`src/rtl/fm7_io_strobe_gen.sv`:
```
// Bus-cycle sequencer feeding the 3-to-8 I/O select decoder: latches an I/O request
// in the $FDxx window and walks the decoder enables through setup, strobe and hold phases.
module fm7_io_strobe_gen #(
   parameter logic [7:0] BASE_HI    = 8'hFD,
   parameter logic [1:0] WIN_HI     = 2'b00,
   parameter int         SETUP_CYC  = 1,
   parameter int         STROBE_CYC = 2,
   parameter int         HOLD_CYC   = 1
) (
   input  logic        clk,
   input  logic        reset_n,
   input  logic        req,
   input  logic [15:0] addr,
   input  logic        rw,
   output logic        busy,
   output logic        ack,
   output logic        miss,
   output logic        g1,
   output logic        g2a_n,
   output logic        g2b_n,
   output logic [2:0]  sel,
   output logic        rd_n,
   output logic        wr_n,
   output logic [2:0]  dbg_state
);

   localparam logic [2:0] S_IDLE   = 3'd0;
   localparam logic [2:0] S_SETUP  = 3'd1;
   localparam logic [2:0] S_STROBE = 3'd2;
   localparam logic [2:0] S_HOLD   = 3'd3;
   localparam logic [2:0] S_DONE   = 3'd4;

   localparam int         STROBE_EFF  = (STROBE_CYC < 1) ? 1 : STROBE_CYC;
   localparam logic [3:0] SETUP_LAST  = 4'((SETUP_CYC > 0) ? SETUP_CYC - 1 : 0);
   localparam logic [3:0] STROBE_LAST = 4'(STROBE_EFF - 1);
   localparam logic [3:0] HOLD_LAST   = 4'((HOLD_CYC > 0) ? HOLD_CYC - 1 : 0);

   logic [2:0] r_state;
   logic [2:0] w_state_nxt;
   logic [3:0] r_cnt;
   logic [3:0] w_cnt_nxt;
   logic       r_rw;
   logic       r_miss_l;
   logic       w_hit;
   logic       w_accept;
   logic       w_rw_nxt;
   logic       w_miss_nxt;
   logic       w_strobe_nxt;

   assign w_hit    = (addr[15:8] == BASE_HI) && (addr[7:6] == WIN_HI);
   assign w_accept = (r_state == S_IDLE) && req;

   always_comb begin
      w_state_nxt = r_state;
      case (r_state)
         S_IDLE: begin
            if (req) begin
               if (!w_hit)              w_state_nxt = S_DONE;
               else if (SETUP_CYC == 0) w_state_nxt = S_STROBE;
               else                     w_state_nxt = S_SETUP;
            end
         end
         S_SETUP: begin
            if (r_cnt == SETUP_LAST) w_state_nxt = S_STROBE;
         end
         S_STROBE: begin
            if (r_cnt == STROBE_LAST) w_state_nxt = (HOLD_CYC == 0) ? S_DONE : S_HOLD;
         end
         S_HOLD: begin
            if (r_cnt == HOLD_LAST) w_state_nxt = S_DONE;
         end
         S_DONE:  w_state_nxt = S_IDLE;
         default: w_state_nxt = S_IDLE;
      endcase
   end

   // Counter restarts on every state entry and only runs in the timed phases.
   assign w_cnt_nxt = ((w_state_nxt != r_state) || (r_state == S_IDLE)) ? 4'd0 : r_cnt + 4'd1;

   // Direction and miss flag come straight from the inputs on the acceptance edge so that
   // a zero-length setup can still drive the correct qualifier on its first strobe cycle.
   assign w_rw_nxt     = w_accept ? rw : r_rw;
   assign w_miss_nxt   = w_accept ? !w_hit : r_miss_l;
   assign w_strobe_nxt = (w_state_nxt == S_STROBE);

   always_ff @(posedge clk or negedge reset_n) begin
      if (!reset_n) begin
         r_state  <= S_IDLE;
         r_cnt    <= 4'd0;
         r_rw     <= 1'b0;
         r_miss_l <= 1'b0;
         busy     <= 1'b0;
         ack      <= 1'b0;
         miss     <= 1'b0;
         g1       <= 1'b0;
         g2a_n    <= 1'b1;
         g2b_n    <= 1'b1;
         sel      <= 3'b000;
         rd_n     <= 1'b1;
         wr_n     <= 1'b1;
      end else begin
         r_state  <= w_state_nxt;
         r_cnt    <= w_cnt_nxt;
         r_rw     <= w_rw_nxt;
         r_miss_l <= w_miss_nxt;
         if (w_accept && w_hit) sel <= addr[5:3];
         busy     <= (w_state_nxt != S_IDLE);
         ack      <= (w_state_nxt == S_DONE);
         miss     <= (w_state_nxt == S_DONE) && w_miss_nxt;
         // Enables and qualifiers all derive from the same next-state term: one edge, no partial combos.
         g1       <= w_strobe_nxt;
         g2a_n    <= !w_strobe_nxt;
         g2b_n    <= !w_strobe_nxt;
         rd_n     <= !(w_strobe_nxt && w_rw_nxt);
         wr_n     <= !(w_strobe_nxt && !w_rw_nxt);
      end
   end

   assign dbg_state = r_state;

endmodule

```
`config.mk`:
```
export PLATFORM = sky130hd
export DESIGN_NAME = fm7_io_strobe_gen
export DESIGN_NICKNAME = d
export VERILOG_FILES = /design/src/rtl/fm7_io_strobe_gen.sv
export SDC_FILE = /design/constraint.sdc
export NUM_CORES = 1
export LEC_CHECK = 0
export BUFFER_PORTS_ARGS = -buffer_cell sky130_fd_sc_hd__clkbuf_2
export CAP_MARGIN = 20
export CORE_MARGIN = 3
export CORE_UTILIZATION = 49
export DETAILED_ROUTE_END_ITERATION = 6
export GPL_ROUTABILITY_DRIVEN = 0
export PLACE_DENSITY = 0.9
export SLEW_MARGIN = 30
export SYNTH_ARGS = -nofsm -noshare
export SYNTH_HDL_FRONTEND = slang
export SYNTH_SLANG_ARGS = --single-unit
```
`constraint.sdc`:
```
create_clock -name clk -period 5.09 [get_ports clk]
set_input_delay 0.2545 -clock clk [delete_from_list [all_inputs] [get_ports clk]]
set_output_delay 0.2545 -clock clk [all_outputs]
set_load 0.005 [all_outputs]
```
# Word level (Yosys, flattened, before mapping)
# Cells that the tools add are included.
# totals
register_bits	19
inputBits	20
# classes
addsub	1
eq_ne	8
n_mux	9
n_reduce_logical	16
# ops
cell	n
two-way mux 3 bit	5
one-hot mux 3 bit (4 select lines)	1
equality test 3 x 2 -> 1 bit (second input constant)	3
equality test 8 bit (second input constant)	1
logical AND 1 bit	6
logical NOT 1 bit	5
adder 4 x 1 -> 4 bit (second input constant)	1
equality test 4 x 1 -> 1 bit (second input constant)	1
logical NOT 4 bit	1
two-way mux 4 bit	1
equality test 3 x 1 -> 1 bit (second input constant)	1
equality test 3 bit (second input constant)	1
logical NOT 3 bit	1
inequality test 3 bit	1
nonzero test 3 bit	1
logical NOT 2 bit	1
two-way mux 1 bit	2
logical OR 1 bit	1

# Depth between registers and ports, before layout
# Gate-level depths: netlist of the first run.
# depth
ltp_word	8
ltp_mapped	6
depth_no_buf	6

# Worst setup path after synthesis of the first run
# OpenSTA, ideal clock, no wires.
# synth_path
path_type	register -> register
from	reg r_state[2] (netlist: dbg_state[2])
to	reg sel[0]
setup_ns	0.125
t_arrival_ns	1.809
path_slack_ns	3.156
stages_incl_launch_ff	5
path_buffers	1
period_less_slack_ns	1.934
cell_sequence	dfrtp_1 -> or4b_1 -> buf_2 -> nor4_4 -> mux2_2
# synth_via
elab_chain_cells	3
# synth_lines
item	line	text
start: declaration	38	logic [2:0] r_state;
start signal: assignment	102	r_state <= w_state_nxt;
logical NOT 3 bit	51	assign w_accept = (r_state == S_IDLE) && req;
logical AND 1 bit	51	
logical AND 1 bit	106	if (w_accept && w_hit) sel <= addr[5:3];
end signal: assignment	106	
end: declaration	21	output logic [2:0] sel,
# Every way passes these cells.
# A chain may end at the register's enable or synchronous reset.

# Worst setup path in the final report of the first run
# layout_path
from	reg r_state[2] (netlist: dbg_state[2])
to	reg sel[1]
# Same word-level chain as after synthesis.

==> results.cfg, run 1 <==
[cells_and_area]
nets = 125
layout.cells.most_common = clkbuf_2
area_growth_syn_to_layout_pct = 23.7
largest_reg_flops = 4
layout-drive-gt1-share_pct = 45.5
registers.top_by_ff_count = r_cnt
final_util_pct = 66.2
most-common-layout-cells = clkbuf_2, dfrtp_1, inv_1
layout.cell_area.non_filler_um2 = 1020
antenna_fix_cells = 0

[synth]
synth_top_area_share_pct = 48.6
adder_cell_share_of_the_synthesized_area_pct = 4.55
yosys_warnings = 0
synth.ff_latch_count = 19
synth-compound-area-share_pct = 4.40
netlist-cell-type-count = 29
yosysSeqAreaShare_pct = 58.1
post-synth-top-area-cell = dfrtp_1
synth_ff_type = dfrtp_1
synth.area.top_cells = dfrtp_1, dfstp_2, mux2_2
post_synth_mux_area_share_pct = 5.46
synthesis.area_per_instance_um2 = 12.1
synth_area_um2 = 825
async_sr_flop_fraction_pct = 100
synth_simple_gate_area_share_pct = 20.0
synth_fp_nets = 91
post_synth_inst_count = 68
synth_top_family_by_area = simple AND/OR/NAND/NOR gates
number_of_enable_type_register_cells_in_the_synthesized_netlist = 0
synth-xor-area-share_pct = 3.19

[floorplanning]
floorplan.rows = 14
start_util_pct = 53.5
die_w_um = 47.0
die_ar_um2 = 2210
io-pin-count = 34
floorplan.core_area_um2 = 1540
die_h_um = 47.0

[clock_tree]
cts_inserted_buffers = 3
clock_sinks = 19
cts.repair.resized = 0
cts_tree = built
clock_path_buffers = 2
post_cts_hold_buffer_count = 1
clk_latency_ns = 0.30
clk_root_buffer_cell = clkbuf_4
cts.repair_timing.setup_buffer_count = 0
ctsHtreeMaxLevel = 1
cts.clk_slew.worst_paths_ns = 0.11

[detailed_routing]
vias = 617
residual_antenna_violating_net_count_after_detailed_routing = 0
drt_first_pass_iters = 4
drtIter0Drc = 12
vias_per_cell = 5.27
drt-total-wl_mm = 1.56
post_drt_wl_per_cell_um = 13.3
drc = 0

[setup_path]
critical_path_required_ns = 5.28
startpoint = dbg_state[2]
timing.critical_path.fanout_max = 6
cp.buffers_inverters = 0
reg2reg_to = sel[1]
critPathTopFamily = simple AND/OR/NAND/NOR gates
r2r-start = dbg_state[2]
critPathArrivalTime_ns = 2.28
timing.critical_path.to_type = flop
slowest_stage = or4b_1
timing.critical_path.slowest_cell_delay_ns = 0.67
r2r_cells = 3
setup.worst_path.start_class = flop
reg2reg_slack_ns = 3.00
worst-setup-path-type = reg2reg
cp_cell_sequence = or4b_1 -> nor4_4 -> mux2_2

[job]
drv.max_cap_violation_count = 0

[global_routing]
grt_max_degree = 20
antenna_violations_before_repair = 0
wire_length_of_the_first_global_routing_pass_mm = 2.35
track_usage_pct = 15.8
globalRoute.totalOverflow = 0
first_global_vias = 546

[hold_path]
holdCritPathClass = in2reg
timing.hold.worst_path_depth = 2
min_from = addr[3]
min_to = sel[0]

[sta]
max_freq_mhz = 478
timing_max_transition_violations_final = 0
fin_tns_setup_ns = 0
worstMarginPinSlew_ns = 0.539
slew_headroom_pct = 63.7
finalSetupViolations = 0
rsz0062_at_grt = no
final_period_minus_worst_setup_slack_ns = 2.09
timing.clock.skew_ns = 0.00425
finalHoldViolCount = 0
timing.final.crit_share_pct = 41.1

[pwr]
power.ir.vdd_worst_mv = 0.170
power_density_nw_per_um2 = 247
static-leakage-power_uw = 0.000513

[placed_design]
dpl-instance-area_um2 = 982
port_buffers = 30
place.detailed.hpwl_mm = 1.20

[outcome]
run_status = completed
how the worst max path moves through the flow:
stage	depth (start not counted)	to	slack, ns
after global placement	3	sel[0]	3.04
after detailed placement	3	sel[1]	3.02
after floorplan	4	sel[0]	3.16
final	3	sel[1]	3.00
after CTS	3	sel[0]	2.98
after global routing	3	sel[1]	2.88
metrics by stage:
stage | worst slack [ns] | cells | hold WS [ns] | power (µW)
after floorplan | 3.16 | 68 | -0.0411 | 166
after global placement | 3.04 | 112 | 0.216 | 177
after detailed placement | 3.02 | 112 | 0.222 | 179
after CTS | 2.98 | 117 | 0.179 | 253
after global routing | 2.88 | 117 | 0.192 | 260
final | 3.00 | 117 | 0.182 | 252
layout make-up:
cell class,instances,area [µm²]
fill,131,522
sequential,19,479
multi-input combinational,41,310
timing repair buffer,31,160
clock buffer,3,22.5
inverter,6,22.5
tap,16,20.0
clock inverter,1,5.00
metal layers:
metal  up-vias  track usage, %  wire, µm
met5         -               0         0
met4         0            8.29        28
met3         4            2.30       123
met2        30            27.1       772
met1       285            19.1       634
li1        298               -         -
cells in the mapped netlist, types with 2 or more instances:
library cell / number
dfrtp_1: 16
a21oi_1: 3
inv_1: 6
or2_2: 2
nand2b_1: 2
ha_1: 3
nand2_1: 3
xnor2_1: 2
o22ai_1: 2
mux2_2: 4
dfstp_2: 3
nor2_1: 5
kinds of logic after synthesis:
group	Yosys count
xor gates and xnor gates	3
and+or+nand+nor	25
adders and majority gates	3
muxes	4
buffers and inverters	8
AOI/OAI and AO/OA	6
DFF	19
power breakdown:
| group | leakage, µW | switching (µW) | internal (µW) |
|---|---|---|---|
| Clock | 0.0000177 | 46.9 | 29.2 |
| Sequential | 0.000242 | 1.70 | 155 |
| Combinational | 0.000253 | 9.61 | 10.0 |
| Total | 0.000513 | 58.2 | 194 |
(Power assumes the default switching activity.)
==> run 2: changes to the inputs <==
--- a/config.mk
+++ b/config.mk
@@ -5,13 +5,14 @@
 export SDC_FILE = /design/constraint.sdc
 export NUM_CORES = 1
 export LEC_CHECK = 0
+export ABC_AREA = 1
 export BUFFER_PORTS_ARGS = -buffer_cell sky130_fd_sc_hd__clkbuf_2
 export CAP_MARGIN = 20
 export CORE_MARGIN = 3
-export CORE_UTILIZATION = 49
+export CORE_UTILIZATION = 43
 export DETAILED_ROUTE_END_ITERATION = 6
 export GPL_ROUTABILITY_DRIVEN = 0
-export PLACE_DENSITY = 0.9
+export PLACE_DENSITY = 0.82
 export SLEW_MARGIN = 30
 export SYNTH_ARGS = -nofsm -noshare
 export SYNTH_HDL_FRONTEND = slang
==> constraint.sdc (replaced) <==
create_clock -name clk -period 1.8 [get_ports clk]
set_input_delay 0.09 -clock clk [delete_from_list [all_inputs] [get_ports clk]]
set_output_delay 0.09 -clock clk [all_outputs]
set_load 0.005 [all_outputs]
==> results.cfg, run 2 <==
[synth]
number_of_enable_type_register_cells_in_the_synthesized_netlist = 0
post_synth_inst_count = 102
synth_fp_nets = 125
synth.area.top_cells = dfrtp_1, dfstp_2, nand2_1
synth_area_um2 = 952
netlist-cell-type-count = 21
synth.ff_latch_count = 19
ys_top_cells_by_count = nand2_1, dfrtp_1, inv_1, nor2_1
synthesis.area_per_instance_um2 = 9.33
async_sr_flop_fraction_pct = 100
synthMostInstantiatedCell = nand2_1
yosys_warnings = 0
post-synth-top-area-cell = dfrtp_1
yosysSeqAreaShare_pct = 50.3
synth_ff_type = dfrtp_1
synth_top_area_share_pct = 42.0

[cells_and_area]
area_growth_syn_to_layout_pct = 22.3
nets = 160
most-common-layout-cells = clkbuf_2, nand2_1, dfrtp_1
layout.cells.most_common = clkbuf_2
registers.top_by_ff_count = r_cnt
antenna_fix_cells = 0
largest_reg_flops = 4
layout-drive-gt1-share_pct = 43.4
fillers = 189

[floorplanning]
die_ar_um2 = 2810
floorplan.rows = 16
io-pin-count = 34
floorplan.core_area_um2 = 2020
start_util_pct = 47.1
die_w_um = 53.1
die_h_um = 53.1

[detailed_routing]
drt_first_pass_iters = 4
vias_per_cell = 4.45
drt-total-wl_mm = 1.61
drc = 0
residual_antenna_violating_net_count_after_detailed_routing = 0
vias = 726
drtIter0Drc = 8
post_drt_wl_per_cell_um = 9.88

[clock_tree]
cts_inserted_buffers = 3
cts.repair_timing.setup_buffer_count = 0
clk_latency_ns = 0.28
cts.clk_slew.worst_paths_ns = 0.10
ctsHtreeMaxLevel = 1
clock_sinks = 19
clk_root_buffer_cell = clkbuf_4
clock_path_buffers = 2
cts_tree = built

[setup_path]
reg2reg_slack_ns = 0.35
slowest_stage = dfrtp_1
critical_path_required_ns = 2.01
cp.buffers_inverters = 1
cp_cell_sequence = inv_1 -> ha_1 -> nand3_2 -> nand2_1 -> nand2_1 -> nor2_2 -> nand3_1 -> nand2_1 -> nand2_2 -> nor2_1
critPathArrivalTime_ns = 1.67
timing.critical_path.to_type = flop
worst-setup-path-type = reg2reg
critPathTopFamily = simple AND/OR/NAND/NOR gates
timing.critical_path.fanout_max = 5
crit_top_cell = nand2_1
setup.worst_path.start_class = flop
timing.critical_path.slowest_cell_delay_ns = 0.44

[sta]
worstMarginPinSlew_ns = 0.439
rsz0062_at_grt = no
timing.clock.skew_ns = 0.00262
timing.final.crit_share_pct = 80.8
finalHoldViolCount = 0
slew_headroom_pct = 70.7
fin_hold_ws_ns = 0.0241
fin_tns_setup_ns = 0
timing_max_transition_violations_final = 0
final_period_minus_worst_setup_slack_ns = 1.45
finalSetupViolations = 0
max_freq_mhz = 687

[global_routing]
grt_max_degree = 20
first_global_vias = 654
globalRoute.totalOverflow = 0
antenna_violations_before_repair = 0
track_usage_pct = 12.8
wire_length_of_the_first_global_routing_pass_mm = 2.69

[pwr]
power_density_nw_per_um2 = 634
power.ir.vdd_worst_mv = 0.487
static-leakage-power_uw = 0.000619

[placed_design]
port_buffers = 30
place.detailed.hpwl_mm = 1.37

[job]
drv.max_cap_violation_count = 0

[hold_path]
holdCritPathClass = in2reg

[outcome]
run_status = completed
run 2: cell count changes after synthesis, sizes merged, moves of 2 or more:
cell,change
nand2,+23
inv,+15
nand3,+9
nor2,+8
o21ai,+5
mux2,-4
a21oi,-3
nand2b,-2
nor4,-2
o22ai,-2
run 2: worst paths after layout:
check,from,to,cells after the start
max,r_cnt[0],r_cnt[0],10
max reg2reg,r_cnt[0],r_cnt[0],10
min in group asynchronous,reset_n,r_miss_l,2
min,addr[5],sel[2],3
min reg2reg,sel[2],sel[2],2
max in group asynchronous,reset_n,g2b_n,2
run 2: worst register-to-register path, delay by kind of cell (launching register included):
| kind | cells | cell delay [ns] |
|---|---|---|
| buf+inv | 1 | 0.08 |
| simple gates | 8 | 0.72 |
| flops | 1 | 0.44 |
| fa+ha+maj | 1 | 0.15 |
run 2: logic make-up (layout without fill, tap and decap cells):
kind of cell	after synthesis	count (layout)	synth area share [%]
flip-flops	19	19	50.3
XOR/XNOR	2	2	1.84
AND/OR/NAND/NOR	51	51	31.8
AO/OA/AOI/OAI	5	5	3.02
buffers and inverters	22	56	9.07
adder cells (fa/ha/maj)	3	3	3.94
run 2: through the flow:
step / cell area [µm²] / setup slack, ns / utilization [%] / power, µW / std cells
6_report: 1160 / 0.345 / 57.6 / 738 / 163
5_1_grt: 1160 / 0.175 / 57.6 / 782 / 163
4_1_cts: 1160 / 0.340 / 57.6 / 753 / 163
3_5_place_dp: 1130 / 0.370 / 55.8 / 550 / 158
3_3_place_gp: 1130 / 0.419 / 55.8 / 546 / 158
2_1_floorplan: 952 / 0.513 / - / 508 / 102
run 2: routing by layer:
layer,routed length (µm),track usage [%]
met3,78,1.97
met2,853,22.7
met1,660,15.9
met5,0,0
met4,17,3.83
run 2: what timing repair did:
action / in CTS / in global routing
setup endpoints to repair: 0 / 0
hold endpoints to repair: 16 / 0
hold buffers: 1 / 0
gates resized for setup: 0 / 0
run 2: cell type report:
| cell class | instances | area (µm²) | share of cell area [%] |
|---|---|---|---|
| flip-flops and latches | 19 | 479 | 41.1 |
| repair buffers | 31 | 160 | 13.7 |
| well taps | 27 | 33.8 | 2.90 |
| clock buffers | 4 | 26.3 | 2.26 |
| multi-input cells | 61 | 387 | 33.2 |
| inverters | 21 | 78.8 | 6.77 |
run 2: report_power, final:
part	total, µW	leakage, µW	switching, µW	internal [µW]
registers	449	0.000243	7.75	441
clock network	197	0.0000150	111	85.8
logic	92.0	0.000361	53.0	39.0
total	738	0.000619	172	566
==> run 3: changes to the inputs <==
==> constraint.sdc (replaced) <==
create_clock -name clk -period 1.32 [get_ports clk]
set_input_delay 0.066 -clock clk [delete_from_list [all_inputs] [get_ports clk]]
set_output_delay 0.066 -clock clk [all_outputs]
set_load 0.005 [all_outputs]
==> results.cfg, run 3 (same netlist as run 2, synthesis figures left out) <==
[setup_path]
cp.buffers_inverters = 1
worstSetupPathDepth = 8
critPathTopFamily = simple AND/OR/NAND/NOR gates
crit_top_cell = nor2_4
timing.critical_path.slowest_cell_delay_ns = 0.44
startpoint = dbg_state[0]
critPathArrivalTime_ns = 1.56
critPathCapture = r_cnt[2]
r2r-start = dbg_state[0]
timing.critical_path.fanout_max = 4
slowest_stage = dfrtp_1
reg2reg_slack_ns = -0.05
setup.worst_path.start_class = flop
reg2reg_to = r_cnt[2]
r2r_cells = 8
worst-setup-path-type = reg2reg
cp_cell_sequence = inv_2 -> nand3_1 -> nor2_4 -> nor2_4 -> nand3_2 -> nand2_2 -> nand2_4 -> nor2_4
critical_path_required_ns = 1.51
timing.critical_path.to_type = flop

[outcome]
violations = setup timing
run_status = complete, but fails checks

[cells_and_area]
registers.top_by_ff_count = r_cnt
nets = 177
final_util_pct = 69.8
fillers = 160
largest_reg_flops = 4
most-common-layout-cells = clkbuf_2, dfrtp_1, nand2_1
layout.cells.most_common = clkbuf_2
antenna_fix_cells = 0
area_growth_syn_to_layout_pct = 48.2
layout-drive-gt1-share_pct = 59.5

[global_routing]
globalRoute.totalOverflow = 0
first_global_vias = 865
track_usage_pct = 18.0
wire_length_of_the_first_global_routing_pass_mm = 3.67
antenna_violations_before_repair = 0
grt_max_degree = 20

[detailed_routing]
vias_per_cell = 4.58
drt-total-wl_mm = 2.23
residual_antenna_violating_net_count_after_detailed_routing = 0
drtIter0Drc = 4
post_drt_wl_per_cell_um = 12.4
drc = 0
drt_first_pass_iters = 4
vias = 825

[pwr]
static-leakage-power_uw = 0.000726
power.ir.vdd_worst_mv = 0.717
power_density_nw_per_um2 = 766

[clock_tree]
clock_path_buffers = 2
cts_tree = built
cts_inserted_buffers = 3
ctsHtreeMaxLevel = 1
clk_latency_ns = 0.30
clock_sinks = 19
clk_root_buffer_cell = clkbuf_4
cts.clk_slew.worst_paths_ns = 0.10

[sta]
final_critical_path_setup_slack_ns = -0.0520
rsz0062_at_grt = yes
finalSetupViolations = 6
finalHoldViolCount = 0
slew_headroom_pct = 68.7
final_period_minus_worst_setup_slack_ns = 1.37
timing.clock.skew_ns = 0.00200
timing_max_transition_violations_final = 0
worstMarginPinSlew_ns = 0.470
fin_tns_setup_ns = -0.192
max_freq_mhz = 729
timing.final.crit_share_pct = 104

[job]
drv.max_cap_violation_count = 0

[floorplanning]
floorplan.core_area_um2 = 2020
floorplan.rows = 16
die_h_um = 53.1
start_util_pct = 47.1
io-pin-count = 34
die_w_um = 53.1
die_ar_um2 = 2810

[hold_path]
holdCritPathClass = in2reg
min_from = rw

[placed_design]
port_buffers = 30
place.detailed.hpwl_mm = 1.54
-- run 3: cell types whose count changed in the layout (fill, tap and decap cells not counted), sizes merged --
cell	before	now
buf	0	14
dlygate4sd3	1	4
-- run 3: timing repair --
action,CTS,global route
hold buffers,4,0
endpoints found under the hold margin,19,0
buffers inserted,6,5
resized for setup,16,15
pin swaps,10,14
setup endpoints to repair,9,13
-- run 3: worst min path at each step --
stage                     cells after the start  slack (ns)        to
final                                         4         0.1      wr_n
after detailed placement                      1        0.04  r_cnt[3]
after floorplan                               0       -0.23       ack
after global routing                          4        0.13      wr_n
after global placement                        1        0.03  r_cnt[3]
after CTS                                     4         0.1      wr_n
-- run 3: worst min-delay path: stages --
cell and delay, ns:
clkbuf_2 0.08, or2_1 0.10, o21ai_2 0.06, nand2_1 0.06
-- run 3: area by class of cell --
type | instances | area [µm²] | share of cell area, %
Clock buffer | 4 | 26.3 | 1.86
Sequential cell | 19 | 479 | 34.0
Timing Repair Buffer | 48 | 303 | 21.5
Tap cell | 27 | 33.8 | 2.39
Multi-Input combinational cell | 61 | 490 | 34.8
Inverter | 21 | 78.8 | 5.59
-- run 3: metal layers --
| metal | vias up | wire length (µm) | share of wire (%) | GRT usage (%) |
|---|---|---|---|---|
| li1 | 408 | - | - | - |
| met1 | 385 | 856 | 38 | 19.9 |
| met2 | 24 | 1220 | 55 | 32.2 |
| met3 | 8 | 71 | 3.2 | 2.54 |
| met4 | 0 | 80 | 3.6 | 10.6 |
| met5 | - | 0 | 0 | 0 |
-- run 3: where the power goes --
group	internal, µW	total, µW	switching, µW
clock network	118	294	177
registers	602	611	9.11
logic	80.3	175	95.0
total	800	1080	281
-- run 3: stage by stage --
| step | hold slack, ns | setup slack, ns | total power (µW) | instances | cell area (µm²) |
|---|---|---|---|---|---|
| 2_1_floorplan | -0.230 | 0.0326 | 693 | 102 | 952 |
| 3_3_place_gp | 0.0274 | -0.00707 | 747 | 161 | 1150 |
| 3_5_place_dp | 0.0379 | -0.111 | 757 | 161 | 1150 |
| 4_1_cts | 0.0994 | -0.0556 | 1070 | 175 | 1330 |
| 5_1_grt | 0.128 | -0.144 | 1130 | 180 | 1410 |
| 6_report | 0.0958 | -0.0520 | 1080 | 180 | 1410 |
